## src/rtl/core_pkg.sv

```systemverilog
// Shared core types: register address, writeback source and issue FSM encodings.
package core_pkg;

    localparam int unsigned CORE_NREG = 32;
    localparam int unsigned CORE_XLEN = 32;
    localparam int unsigned CORE_AW   = $clog2(CORE_NREG);

    typedef logic [CORE_AW-1:0] regaddr_t;

    typedef enum logic {
        WB_LD = 1'b0,
        WB_MD = 1'b1
    } wb_src_e;

    typedef enum logic {
        RUN   = 1'b0,
        DRAIN = 1'b1
    } fsm_e;

    function automatic logic [CORE_NREG-1:0] reg_onehot(input regaddr_t idx);
        logic [CORE_NREG-1:0] mask;
        mask      = {CORE_NREG{1'b0}};
        mask[idx] = 1'b1;
        return mask;
    endfunction

endpackage

```

## src/rtl/issue_hazard_ctrl_scoreboard.sv

```systemverilog
// Per-register pending-write scoreboard with a write-through (bypassed) read view.
module issue_hazard_ctrl_scoreboard #(
    parameter int unsigned WIDTH = 32,
    localparam int unsigned AW   = $clog2(WIDTH)
) (
    input  logic             clk,
    input  logic             reset,
    input  logic             set_en_i,
    input  logic [AW-1:0]    set_idx_i,
    input  logic             clr_en_i,
    input  logic [AW-1:0]    clr_idx_i,
    output logic [WIDTH-1:0] pending_o,
    output logic [WIDTH-1:0] read_bypassed_o
);

    logic [WIDTH-1:0] pending_q;
    logic [WIDTH-1:0] pending_d;
    logic [WIDTH-1:0] set_mask_s;
    logic [WIDTH-1:0] clr_mask_s;

    // Decode set/clear into masks; set is applied after clear so it wins on a collision.
    always_comb begin
        set_mask_s = {WIDTH{1'b0}};
        clr_mask_s = {WIDTH{1'b0}};
        if (set_en_i) begin
            set_mask_s[set_idx_i] = 1'b1;
        end else begin
            set_mask_s = {WIDTH{1'b0}};
        end
        if (clr_en_i) begin
            clr_mask_s[clr_idx_i] = 1'b1;
        end else begin
            clr_mask_s = {WIDTH{1'b0}};
        end
        read_bypassed_o = pending_q & ~clr_mask_s;
        pending_d       = read_bypassed_o | set_mask_s;
        pending_d[0]    = 1'b0;
    end

    // Pending bit storage.
    always_ff @(posedge clk or posedge reset) begin
        if (reset) begin
            pending_q <= {WIDTH{1'b0}};
        end else begin
            pending_q <= pending_d;
        end
    end

    assign pending_o = pending_q;

endmodule

```

## src/rtl/issue_hazard_ctrl_sva.sv

```systemverilog
// Protocol checks for the hazard controller: writebacks must target a pending register.
module issue_hazard_ctrl_sva #(
    parameter int unsigned NREG = 32,
    localparam int unsigned AW  = $clog2(NREG)
) (
    input logic            clk,
    input logic            reset,
    input logic            rf_we_i,
    input logic [AW-1:0]   rf_waddr_i,
    input logic [NREG-1:0] pending_i
);

    wb_to_pending_a: assert property (@(posedge clk) disable iff (reset)
        rf_we_i |-> pending_i[rf_waddr_i]);

endmodule

```

## src/rtl/issue_hazard_ctrl.sv

```systemverilog
// In-order issue hazard controller: RAW/WAW stall, long-latency writeback
// arbitration onto the single RF write port, and fence drain sequencing.
module issue_hazard_ctrl
    import core_pkg::*;
#(
    parameter int unsigned NREG = 32,
    parameter int unsigned XLEN = 32
) (
    input  logic                    clk,
    input  logic                    reset,
    input  logic                    iss_valid,
    input  logic [$clog2(NREG)-1:0] iss_rs1,
    input  logic [$clog2(NREG)-1:0] iss_rs2,
    input  logic [$clog2(NREG)-1:0] iss_rd,
    input  logic                    iss_rs1_used,
    input  logic                    iss_rs2_used,
    input  logic                    iss_rd_used,
    input  logic                    iss_long,
    output logic                    iss_ready,
    input  logic                    fence_req,
    output logic                    fence_ack,
    input  logic                    ld_wb_valid,
    input  logic [$clog2(NREG)-1:0] ld_wb_rd,
    input  logic [XLEN-1:0]         ld_wb_data,
    output logic                    ld_wb_ready,
    input  logic                    md_wb_valid,
    input  logic [$clog2(NREG)-1:0] md_wb_rd,
    input  logic [XLEN-1:0]         md_wb_data,
    output logic                    md_wb_ready,
    output logic                    rf_we,
    output logic [$clog2(NREG)-1:0] rf_waddr,
    output logic [XLEN-1:0]         rf_wdata,
    output logic                    idle
);

    localparam int unsigned AW = $clog2(NREG);
    localparam logic [AW-1:0] CNT_ONE  = {{(AW-1){1'b0}}, 1'b1};
    localparam logic [AW-1:0] CNT_ZERO = {AW{1'b0}};

    logic [NREG-1:0] pending_s;
    logic [NREG-1:0] eff_s;
    logic            hazard_s;
    logic            issue_fire_s;
    logic            set_en_s;
    logic            dec_s;
    logic            ld_gnt_s;
    logic            md_gnt_s;

    logic [AW-1:0]   cnt_q,       cnt_d;
    wb_src_e         rr_last_q,   rr_last_d;
    fsm_e            state_q,     state_d;
    logic            fence_ack_q, fence_ack_d;
    logic            rf_we_q,     rf_we_d;
    logic [AW-1:0]   rf_waddr_q,  rf_waddr_d;
    logic [XLEN-1:0] rf_wdata_q,  rf_wdata_d;

    issue_hazard_ctrl_scoreboard #(
        .WIDTH (NREG)
    ) u_scoreboard (
        .clk             (clk),
        .reset           (reset),
        .set_en_i        (set_en_s),
        .set_idx_i       (iss_rd),
        .clr_en_i        (rf_we_q),
        .clr_idx_i       (rf_waddr_q),
        .pending_o       (pending_s),
        .read_bypassed_o (eff_s)
    );

    issue_hazard_ctrl_sva #(
        .NREG (NREG)
    ) u_sva (
        .clk        (clk),
        .reset      (reset),
        .rf_we_i    (rf_we_q),
        .rf_waddr_i (rf_waddr_q),
        .pending_i  (pending_s)
    );

    // Zero-cycle stall decision against the bypassed pending view.
    always_comb begin
        hazard_s     = (iss_rs1_used && eff_s[iss_rs1]) ||
                       (iss_rs2_used && eff_s[iss_rs2]) ||
                       (iss_rd_used  && eff_s[iss_rd]);
        iss_ready    = (state_q == RUN) && !hazard_s;
        issue_fire_s = iss_valid && iss_ready;
        set_en_s     = issue_fire_s && iss_long && iss_rd_used && (iss_rd != CNT_ZERO);
        // Only a real pending bit retires an op, so a stray writeback never underflows.
        dec_s        = rf_we_q && pending_s[rf_waddr_q] && (cnt_q != CNT_ZERO);
        case ({set_en_s, dec_s})
            2'b10:   cnt_d = cnt_q + CNT_ONE;
            2'b01:   cnt_d = cnt_q - CNT_ONE;
            default: cnt_d = cnt_q;
        endcase
    end

    // Round-robin writeback arbiter and next RF write port contents.
    always_comb begin
        ld_gnt_s   = ld_wb_valid && (!md_wb_valid || (rr_last_q == WB_MD));
        md_gnt_s   = md_wb_valid && (!ld_wb_valid || (rr_last_q == WB_LD));
        rr_last_d  = rr_last_q;
        rf_we_d    = ld_gnt_s || md_gnt_s;
        rf_waddr_d = rf_waddr_q;
        rf_wdata_d = rf_wdata_q;
        if (ld_wb_valid && md_wb_valid) begin
            rr_last_d = ld_gnt_s ? WB_LD : WB_MD;
        end else begin
            rr_last_d = rr_last_q;
        end
        if (ld_gnt_s) begin
            rf_waddr_d = ld_wb_rd;
            rf_wdata_d = ld_wb_data;
        end else if (md_gnt_s) begin
            rf_waddr_d = md_wb_rd;
            rf_wdata_d = md_wb_data;
        end else begin
            rf_waddr_d = rf_waddr_q;
            rf_wdata_d = rf_wdata_q;
        end
    end

    // Fence sequencing; a request held high through its own ack is not re-acknowledged,
    // and DRAIN exits on the cycle the last clear lands so the ack coincides with idle.
    always_comb begin
        state_d     = state_q;
        fence_ack_d = 1'b0;
        case (state_q)
            RUN: begin
                if (fence_req && !fence_ack_q) begin
                    if (cnt_d != CNT_ZERO) begin
                        state_d = DRAIN;
                    end else begin
                        fence_ack_d = 1'b1;
                    end
                end else begin
                    state_d = RUN;
                end
            end
            DRAIN: begin
                if (cnt_d == CNT_ZERO) begin
                    state_d     = RUN;
                    fence_ack_d = 1'b1;
                end else begin
                    state_d = DRAIN;
                end
            end
            default: begin
                state_d = RUN;
            end
        endcase
    end

    // Control and writeback port registers.
    always_ff @(posedge clk or posedge reset) begin
        if (reset) begin
            cnt_q       <= CNT_ZERO;
            rr_last_q   <= WB_MD;
            state_q     <= RUN;
            fence_ack_q <= 1'b0;
            rf_we_q     <= 1'b0;
            rf_waddr_q  <= CNT_ZERO;
            rf_wdata_q  <= {XLEN{1'b0}};
        end else begin
            cnt_q       <= cnt_d;
            rr_last_q   <= rr_last_d;
            state_q     <= state_d;
            fence_ack_q <= fence_ack_d;
            rf_we_q     <= rf_we_d;
            rf_waddr_q  <= rf_waddr_d;
            rf_wdata_q  <= rf_wdata_d;
        end
    end

    assign ld_wb_ready = ld_gnt_s;
    assign md_wb_ready = md_gnt_s;
    assign rf_we       = rf_we_q;
    assign rf_waddr    = rf_waddr_q;
    assign rf_wdata    = rf_wdata_q;
    assign fence_ack   = fence_ack_q;
    assign idle        = (cnt_q == CNT_ZERO);

endmodule
```

## config.mk

```make
export PLATFORM = sky130hd
export DESIGN_NAME = issue_hazard_ctrl
export DESIGN_NICKNAME = d
export VERILOG_FILES = /design/src/rtl/core_pkg.sv /design/src/rtl/issue_hazard_ctrl_scoreboard.sv /design/src/rtl/issue_hazard_ctrl_sva.sv /design/src/rtl/issue_hazard_ctrl.sv
export SDC_FILE = /design/constraint.sdc
export NUM_CORES = 1
export LEC_CHECK = 0
export ABC_AREA = 0
export BUFFER_PORTS_ARGS = -buffer_cell sky130_fd_sc_hd__buf_2
export CORE_MARGIN = 3
export CORE_UTILIZATION = 54
export DETAILED_ROUTE_END_ITERATION = 16
export MAX_ROUTING_LAYER = met4
export PLACE_DENSITY = 0.81
export REMOVE_ABC_BUFFERS = 1
export SYNTH_ARGS = -nofsm -noshare
export SYNTH_HDL_FRONTEND = slang
export SYNTH_SLANG_ARGS = --single-unit
```

## constraint.sdc

```tcl
create_clock -name clk -period 4.9 [get_ports clk]
set_clock_uncertainty 0.1 [all_clocks]
set_input_delay 0.98 -clock clk [delete_from_list [all_inputs] [get_ports clk]]
set_output_delay 0.98 -clock clk [all_outputs]
set_load 0.05 [all_outputs]
```

==> impl_metrics.toml, run 1 <==
[status]
status = "finished, final reports clean"

[yosys]
yosys_warnings = 0
ys_types = 70
syn_area_sq_um = 5574
async_flop_share_pct = 100.0
synth_enable_flop_cells = 0
seq_area_frac_synth_pct = 34.59
ys_ff_latch = 77
netlist_instances = 653
yosys_most_used_dff = "dfrtp_1"
syn_avg_cell_area_sq_um = 8.536

[floorplan]
fp.dieArea_sq_um = 11580
fp.coreArea_sq_um = 9910
boundaryPins = 142
die_w_microns = 107.6
initial_core_util_pct = 56.25
die_y_microns = 107.6
rows = 36

[cts]
tritoncts = "yes"
numCtsBuffers = 9
clk_pin_slew_ns = 0.09
ctsLongestPathBuffers = 2
clkSinkCount = 77
insertion_delay_ns = 0.37
cts_root_buf = "clkbuf_8"
htreeDepth = 3

[placed_design]
place_ws_ns = -0.06456
dp.cells = 903
hpwl_microns = 14630
gp_congestion = 1.042
placed_cell_area_sq_um = 6485
io_buffers = 141

[grt]
grt_usage_pct = 35.21
grt_pass1_wl_microns = 31130
grt_pass1_vias = 5888
grt_start_max_net_pins = 44
overflow = 0
antenna_found_initial = 0

[layout]
instances_no_fill = 919
utilization_pct = 67.46
drive_above_1_share_pct = 28.88
design_area_sq_um = 6685
nets = 885
insertedDiodeCount = 0
fill_cells = 842
area_delta_synth_final_pct = 19.93

[pwr]
sw_frac_of_total_pct = 48.78
p_leak_nw = 2.835
pwr-share-seq_pct = 34.4
peakVddDrop_uv = 309.2
power-per-cell-area_nw_per_um2 = 512.5
total_power_mw = 3.426
p_switching_mw = 1.671
combinationalPowerShare_pct = 50.9
power_frac_clock_pct = 14.7
p_int_mw = 1.755

[detailed_routing]
via_per_inst = 6.646
firstDrtPassIters = 7
routed_wl_microns = 19580
ant_nets = 0
drt_iter0_drc = 680
wl_per_cell_microns = 21.31
num_vias = 6108
drc = 0

[timing]
max_slew_margin_pct = 48.43
slew_violations = 0
period_needed_ns = 4.659
tightest_slew_ns = 0.7727
rsz0062_at_grt = "no"
setup_viol = 0
fmax_mhz = 214.6
hold_ws_ns = 0.4098
worst_slack_ns = 0.2408
setup_tns_ns = 0
final_hold_viol_count = 0
finalCritPeriodShare_pct = 95.09

[critical_path]
crit_path_end_kind = "register"
critPathLaunchType = "register"
cp_max_fo = 16
critPathKind = "register to register"
cp.arrival_ns = 4.82
critPathRequiredTime_ns = 5.06

[flow_run]
cap_violations = 0

[min_path]
min_path_type = "register to register"
## power by group through the flow
stage | combinational [mW] | sequential, mW | clock (mW)
floorplan | 0.919 | 1.32 | 0
global placement | 1.66 | 1.17 | 0
detailed placement | 1.71 | 1.16 | 0
CTS | 1.72 | 1.15 | 0.510
global route | 1.89 | 1.19 | 0.537
finish | 1.74 | 1.18 | 0.505
## what timing repair did
item,4_1_cts,5_1_grt
gates resized for setup,0,2
setup buffers,0,0
hold buffers,0,0
setup endpoints to repair,0,2
## cell usage after synthesis (3+ instances only)
library cell   n  area share, %
nand3b_1       4           0.54
or2_2          3           0.34
nand3_1        8           0.72
nor2_1        78            5.3
ha_1           4           0.90
o31ai_1        4           0.54
inv_1         21            1.4
nor2b_1        6           0.67
xor2_1         6           0.94
o311ai_0       5           0.79
o22ai_1       36            4.0
buf_2         19            1.7
o32a_1         4           0.72
nand2b_1       7           0.79
nand2_1       28            1.9
buf_4          5           0.67
or3_1          4           0.45
mux4_2        10            4.0
clkbuf_1      30            2.0
o211ai_1       5           0.67
dfrtp_1       76             34
mux2_2        11            2.2
nor3_1        39            3.5
a311oi_1       6           0.94
nand4_1       34            3.8
a31oi_1       11            1.2
o2111ai_1      5           0.79
a21oi_1       15            1.3
nor4b_1        4           0.63
a22oi_1        3           0.40
o21ai_0       62            5.6
a21o_1         3           0.40
xnor2_1        7            1.1
nor4_1         6           0.67
o21ai_1        8           0.72
mux2i_1       26            4.7
buf_1          5           0.34
## metal layers
layer	share of wire, %	up-vias	track usage (%)	routed length, microns
met3	11	58	7.379	2108
met5	0	-	-	0
met4	2.7	0	12.17	527
li1	-	2733	-	-
met1	41	2907	49.09	8047
met2	45	410	51.20	8899
## flip-flops by register name, summed over array words and instances (netlist names)
name / flops
rf_wdata: 32
state_q: 1
cnt_q: 5
rf_waddr: 5
rf_we: 1
u_scoreboard.pending_o: 31
fence_ack: 1
rr_last_q: 1
## layout by cell type, fill, tap and decap left out, types with 4 or more instances in the layout
cell,Yosys,final
a21oi_1,15,15
nor3_1,39,39
o21ai_1,8,8
mux4_2,10,10
o31ai_1,4,4
nand2b_1,7,7
nor2_1,78,78
nor4_1,6,6
nand3b_1,4,4
inv_1,21,20
a311oi_1,6,6
o311ai_0,5,5
o2111ai_1,5,4
ha_1,4,4
nor2b_1,6,6
o32a_1,4,4
o21ai_0,62,61
clkbuf_8,0,9
nand2_1,28,28
mux2_2,11,11
buf_4,5,35
a31oi_1,11,11
xnor2_1,7,7
o211ai_1,5,5
o22ai_1,36,36
nand3_1,8,8
nand4_1,34,34
dfrtp_1,76,75
buf_2,19,141
mux2i_1,26,26
nor4b_1,4,4
xor2_1,6,6
or3_1,4,4
## critical path, cell delays in order, from the launching register on
cell and delay (ns):
dfrtp_1 0.55, buf_4 0.29, or4bb_1 0.64, nor3_1 0.24, o31ai_1 0.10, nor2_1 0.18
o32a_1 0.22, and3_1 0.17, or3b_1 0.36, ha_1 0.24, inv_1 0.12, fa_1 0.22
inv_1 0.05, a21o_1 0.16, a21oi_1 0.18, xnor2_1 0.14, nor2_1 0.07, xor2_1 0.18
o32a_1 0.35
## cell families (layout without fill, tap and decap cells)
kind of cell / after synthesis / after routing / synth area share (%)
AND/OR/NAND/NOR: 243 / 243 / 23.34
AO/OA/AOI/OAI: 187 / 187 / 21.62
buffers and inverters: 81 / 214 / 6.218
flip-flops: 77 / 77 / 34.59
multiplexers: 47 / 47 / 10.93
XOR/XNOR: 13 / 13 / 2.043
adder cells (fa/ha/maj): 5 / 5 / 1.257
## area by class of cell
| class | instances | area, sq um | area share, % |
|---|---|---|---|
| Clock buffer | 10 | 127.6 | 1.909 |
| Clock inverter | 6 | 71.32 | 1.067 |
| Inverter | 22 | 83.83 | 1.254 |
| Multi-Input combinational cell | 495 | 3338 | 49.93 |
| Sequential cell | 77 | 1929 | 28.86 |
| Tap cell | 133 | 166.4 | 2.489 |
| Timing Repair Buffer | 176 | 968.4 | 14.49 |
## worst paths after layout
check	slack [ns]	to	startpoint	depth (start not counted)
min in group asynchronous	0.62	u_scoreboard.pending_o[18]	reset	2
min reg2reg	0.41	rf_wdata[12]	rf_wdata[12]	2
min	0.41	rf_wdata[12]	rf_wdata[12]	2
max in group asynchronous	3.15	rf_wdata[3]	reset	3
max	0.24	state_q	rf_waddr[1]	18
max reg2reg	0.24	state_q	rf_waddr[1]	18
No activity file was read; power rests on OpenSTA's default activity.
==> run 2, diff against run 1 <==
--- a/config.mk
+++ b/config.mk
@@ -8,10 +8,10 @@
 export ABC_AREA = 0
 export BUFFER_PORTS_ARGS = -buffer_cell sky130_fd_sc_hd__buf_2
 export CORE_MARGIN = 3
-export CORE_UTILIZATION = 54
+export CORE_UTILIZATION = 55
+export CTS_BUF_LIST = sky130_fd_sc_hd__clkbuf_4 sky130_fd_sc_hd__clkbuf_8
 export DETAILED_ROUTE_END_ITERATION = 16
-export MAX_ROUTING_LAYER = met4
-export PLACE_DENSITY = 0.81
+export PLACE_DENSITY = 0.82
 export REMOVE_ABC_BUFFERS = 1
 export SYNTH_ARGS = -nofsm -noshare
 export SYNTH_HDL_FRONTEND = slang
==> run 2 against run 1 <==
- final cell count up 0.22%
- first-iteration DRC count up 11%
- power down 1.0%
- core utilization up 0.76 points
- critical path depth down 2
- highest routed layer unchanged
- largest power group unchanged
- non-clock buffer count up 2
- sequential power about the same
- cell area up 0.21%
- die area down 1.7%
==> impl_metrics.toml, run 2 (same netlist as run 1, synthesis figures left out) <==
[timing]
worst_slack_ns = 0.2052
tightest_slew_ns = 1.028
max_slew_margin_pct = 31.35
finalCritPeriodShare_pct = 95.81
period_needed_ns = 4.695
slew_violations = 0
fmax_mhz = 213.0
setup_viol = 0
rsz0062_at_grt = "no"
final_hold_viol_count = 0

[pwr]
p_leak_nw = 2.841
power-per-cell-area_nw_per_um2 = 506.3
peakVddDrop_uv = 276.8
total_power_mw = 3.392

[floorplan]
rows = 36
initial_core_util_pct = 56.77
fp.dieArea_sq_um = 11380
die_y_microns = 106.7
die_w_microns = 106.7
fp.coreArea_sq_um = 9819
boundaryPins = 142

[critical_path]
critPathLaunchType = "register"
critPathKind = "register to register"
cp.arrival_ns = 4.84
cp_max_fo = 16
critPathRequiredTime_ns = 5.04
crit_path_end_kind = "register"

[grt]
grt_pass1_wl_microns = 30500
grt_start_max_net_pins = 50
overflow = 0
antenna_found_initial = 0
grt_pass1_vias = 5921
grt_usage_pct = 33.48

[detailed_routing]
num_vias = 6181
ant_nets = 0
drc = 0
wl_per_cell_microns = 21.04
drt_iter0_drc = 755
firstDrtPassIters = 5
routed_wl_microns = 19380
via_per_inst = 6.711

[cts]
cts_root_buf = "clkbuf_8"
ctsHoldBuffers = 0
clkSinkCount = 77
htreeDepth = 3
ctsLongestPathBuffers = 2
clk_pin_slew_ns = 0.09
tritoncts = "yes"
insertion_delay_ns = 0.35
numCtsBuffers = 9

[placed_design]
gp_congestion = 0.9879
place_ws_ns = -0.09335
dp.cells = 905
hpwl_microns = 14300
io_buffers = 141

[layout]
final_common_cell = "buf_2"
final_cell_mix = "buf_2 (141), nor2_1 (78), dfrtp_1 (74), o21ai_0 (62), nor3_1 (39)"
area_delta_synth_final_pct = 20.18
largest_reg_flops = 32
drive_above_1_share_pct = 29.70
instances_no_fill = 921
insertedDiodeCount = 0
nets = 887

[min_path]
min_path_type = "register to register"

[status]
status = "finished, final reports clean"

[flow_run]
cap_violations = 0
## run 2: changes by cell type in the layout (fill, tap and decap cells not counted), sizes merged
cell,delta
bufinv,-1
clkbuf,+1
buf,+2
## run 2: cell type report
type / count / area [sq um]
clock buffer: 11 / 145.1
clock inverter: 5 / 35.03
fill: 821 / 3120
inverter: 22 / 82.58
multi-input combinational: 495 / 3356
sequential: 77 / 1931
tap: 133 / 166.4
timing repair buffer: 178 / 983.4
## run 2: final timing paths
check / from / endpoint / slack, ns / cells after the start
min in group asynchronous: reset / rf_wdata[30] / 0.77 / 2
max reg2reg: rf_waddr[3] / state_q / 0.21 / 16
min reg2reg: rf_wdata[9] / rf_wdata[9] / 0.41 / 2
min: rf_wdata[9] / rf_wdata[9] / 0.41 / 2
max: rf_waddr[3] / state_q / 0.21 / 16
max in group asynchronous: reset / rf_wdata[4] / 2.95 / 3
## run 2: report_power, final
part	leakage [nW]	switching, mW	total [mW]	internal [mW]
Combinational	1.84	1.08	1.74	0.658
Sequential	0.904	0.339	1.20	0.858
Clock	0.0931	0.248	0.452	0.205
## run 2: critical path, stage by stage, from the launching register on
cell and delay (ns):
dfrtp_2 0.54, or4b_1 0.62, o21ai_0 0.33, o211ai_1 0.15, a2111oi_2 0.51, o41ai_4 0.17, or3b_1 0.41, ha_1 0.25
inv_1 0.12, fa_1 0.23, inv_1 0.05, a21o_1 0.17, a21oi_1 0.18, xnor2_1 0.15, nor2_1 0.07, xor2_1 0.17
o32a_1 0.36
## run 2: stage by stage
step	hold WS [ns]	cell area (sq um)	TNS (ns)	util [%]
after floorplan	0.3678	5310	-6.674	-
after global placement	0.3881	6499	0	66.18
after detailed placement	0.3961	6499	-0.1436	66.18
after CTS	0.4134	6679	0	68.02
after global routing	0.4374	6699	0	68.22
final	0.4084	6699	0	68.22
## run 2: timing repair
item | CTS | global route
resized for setup | 0 | 5
setup endpoints to repair | 0 | 2
buffers inserted | 0 | 0
## run 2: per-layer routing
| layer | vias up | track usage, % | share of wire, % |
|---|---|---|---|
| met5 | - | 0 | 0 |
| met4 | 0 | 8.767 | 2.5 |
| met3 | 65 | 9.091 | 13 |
| met2 | 472 | 53.46 | 47 |
| met1 | 2897 | 45.28 | 38 |
| li1 | 2747 | - | - |
==> run 3, diff against run 2 <==
--- a/config.mk
+++ b/config.mk
@@ -7,7 +7,7 @@
 export LEC_CHECK = 0
 export ABC_AREA = 0
 export BUFFER_PORTS_ARGS = -buffer_cell sky130_fd_sc_hd__buf_2
-export CORE_MARGIN = 3
+export CORE_MARGIN = 4
 export CORE_UTILIZATION = 55
 export CTS_BUF_LIST = sky130_fd_sc_hd__clkbuf_4 sky130_fd_sc_hd__clkbuf_8
 export DETAILED_ROUTE_END_ITERATION = 16
==> run 3 against run 2 <==
- die area rose by 3.8%
- power rose by 0.93%
- non-clock buffer count fell by 7
- highest routed layer unchanged
- first-iteration DRC count fell by 14%
- routed wire length fell by 0.78%
- critical path type unchanged
- flip-flop and latch count did not move
- critical path depth rose by 2
- clock power rose by 13%
- critical endpoint unchanged
- cell area fell by 0.35%
- largest power group unchanged
==> impl_metrics.toml, run 3 (same netlist as run 1, synthesis figures left out) <==
[cts]
cts-resized-gates = 0
insertion_delay_ns = 0.36
htreeDepth = 3
ctsHoldBuffers = 0
clkSinkCount = 77
clk_pin_slew_ns = 0.10
cts_root_buf = "clkbuf_8"
cts_setup_buffers = 0
tritoncts = "yes"
ctsLongestPathBuffers = 2
numCtsBuffers = 9

[timing]
rsz0062_at_grt = "no"
setup_viol = 0
max_slew_margin_pct = 44.23
final_hold_viol_count = 0
fmax_mhz = 215.4
period_needed_ns = 4.643
slew_violations = 0
finalCritPeriodShare_pct = 94.75
setup_tns_ns = 0
tightest_slew_ns = 0.8353

[floorplan]
fp.coreArea_sq_um = 9819
initial_core_util_pct = 56.77
fp.dieArea_sq_um = 11810
boundaryPins = 142
die_y_microns = 108.7
rows = 36
die_w_microns = 108.7

[layout]
instances_no_fill = 914
largest_reg_flops = 32
drive_above_1_share_pct = 28.94
fill_cells = 838
area_delta_synth_final_pct = 19.75
nets = 880
final_common_cell = "buf_2"
insertedDiodeCount = 0
final_cell_mix = "buf_2 (141), nor2_1 (78), dfrtp_1 (73), o21ai_0 (62), nor3_1 (39)"

[grt]
antenna_found_initial = 0
grt_pass1_wl_microns = 30080
grt_start_max_net_pins = 41
grt_pass1_vias = 5898
overflow = 0
grt_usage_pct = 32.55

[detailed_routing]
num_vias = 6096
routed_wl_microns = 19230
wl_per_cell_microns = 21.03
ant_nets = 0
via_per_inst = 6.670
drc = 0
drt_iter0_drc = 650
firstDrtPassIters = 5

[critical_path]
critPathKind = "register to register"
cp_max_fo = 9
critPathRequiredTime_ns = 5.05
crit_chain = "buf_4 > nor4bb_2 > nor3_1 > a2111oi_0 > and4b_1 > nand4_1 > o41ai_4 > or3b_1 > ha_1 > inv_1 > fa_1 > inv_1 > a21o_1 > a21oi_1 > xnor2_1 > nor2_1 > xor2_1 > o32a_1"
crit_path_end_kind = "register"
r2r-start = "rf_waddr[1]"
worstPathBufferInverterCount = 3
critPathLaunchType = "register"
critPathSlowestCell = "nor4bb_2"
cp.arrival_ns = 4.79
r2r_cells = 18
cp_top_family = "simple AND/OR/NAND/NOR gates"
cp_common_cell = "inv_1"
r2r_slack_ns = 0.26
max_stage_delay_ns = 0.58
worstReg2RegEnd = "state_q"

[pwr]
p_int_mw = 1.756
p_switching_mw = 1.667
combinationalPowerShare_pct = 50.5
p_leak_nw = 2.819
pwr-share-seq_pct = 34.5
power-per-cell-area_nw_per_um2 = 512.8
sw_frac_of_total_pct = 48.69
peakVddDrop_uv = 412.9
power_frac_clock_pct = 15.0

[placed_design]
hpwl_microns = 14300
dp.cells = 898
io_buffers = 141
gp_congestion = 1.030

[flow_run]
cap_violations = 0

[min_path]
min_path_cells = 2
hp-start = "rf_wdata[20]"
hold_end = "rf_wdata[20]"
min_path_type = "register to register"

[status]
status = "finished, final reports clean"
-- run 3: worst reg2reg max path: stages (launching register included) --
cell	delay, ns
dfrtp_1	0.52
buf_4	0.23
nor4bb_2	0.58
nor3_1	0.10
a2111oi_0	0.37
and4b_1	0.25
nand4_1	0.13
o41ai_4	0.13
or3b_1	0.41
ha_1	0.26
inv_1	0.13
fa_1	0.22
inv_1	0.05
a21o_1	0.17
a21oi_1	0.17
xnor2_1	0.13
nor2_1	0.06
xor2_1	0.17
o32a_1	0.36
-- run 3: per-stage QoR --
stage | power [mW] | hold slack, ns | instance area, sq um | worst slack (ns) | utilization, %
finish | 3.423 | 0.4162 | 6675 | 0.2574 | 67.98
global route | 3.616 | 0.4449 | 6675 | 0.01369 | 67.98
global placement | 2.819 | 0.3884 | 6459 | 0.1466 | 65.77
detailed placement | 2.866 | 0.3969 | 6459 | -0.03626 | 65.77
CTS | 3.376 | 0.4196 | 6665 | 0.2005 | 67.88
floorplan | 2.236 | 0.3678 | 5310 | -1.300 | -
-- run 3: power groups by stage --
stage	sequential [mW]	combinational (mW)	clock (mW)
final	1.18	1.73	0.512
after global routing	1.20	1.87	0.549
after CTS	1.16	1.70	0.516
after detailed placement	1.17	1.70	0
after global placement	1.17	1.65	0
after floorplan	1.32	0.919	0
-- run 3: worst max-delay path by stage --
stage	from	to	slack (ns)	cells after the start
2_1_floorplan	rf_waddr[0]	state_q	-1.30	17
3_3_place_gp	iss_rs2[0]	state_q	0.15	19
3_5_place_dp	iss_rs2[0]	state_q	-0.04	18
4_1_cts	rf_waddr[4]	state_q	0.20	17
5_1_grt	rf_waddr[1]	state_q	0.01	18
6_report	rf_waddr[1]	state_q	0.26	18
-- run 3: layer usage --
metal  part of all wire [%]  track usage [%]  vias to the layer above
met5                      0                0                        -
met4                    2.9            11.72                        0
met3                     10            7.223                       61
met2                     47            50.35                      372
met1                     40            45.13                     2935
li1                       -                -                     2728
-- run 3: layout make-up --
cell class / instances / area, sq um / share of cell area [%]
well taps: 133 / 166.4 / 2.493
clock inverters: 7 / 82.58 / 1.237
flip-flops and latches: 77 / 1932 / 28.94
clock buffers: 9 / 123.9 / 1.856
repair buffers: 171 / 943.4 / 14.13
inverters: 22 / 82.58 / 1.237
multi-input cells: 495 / 3344 / 50.10
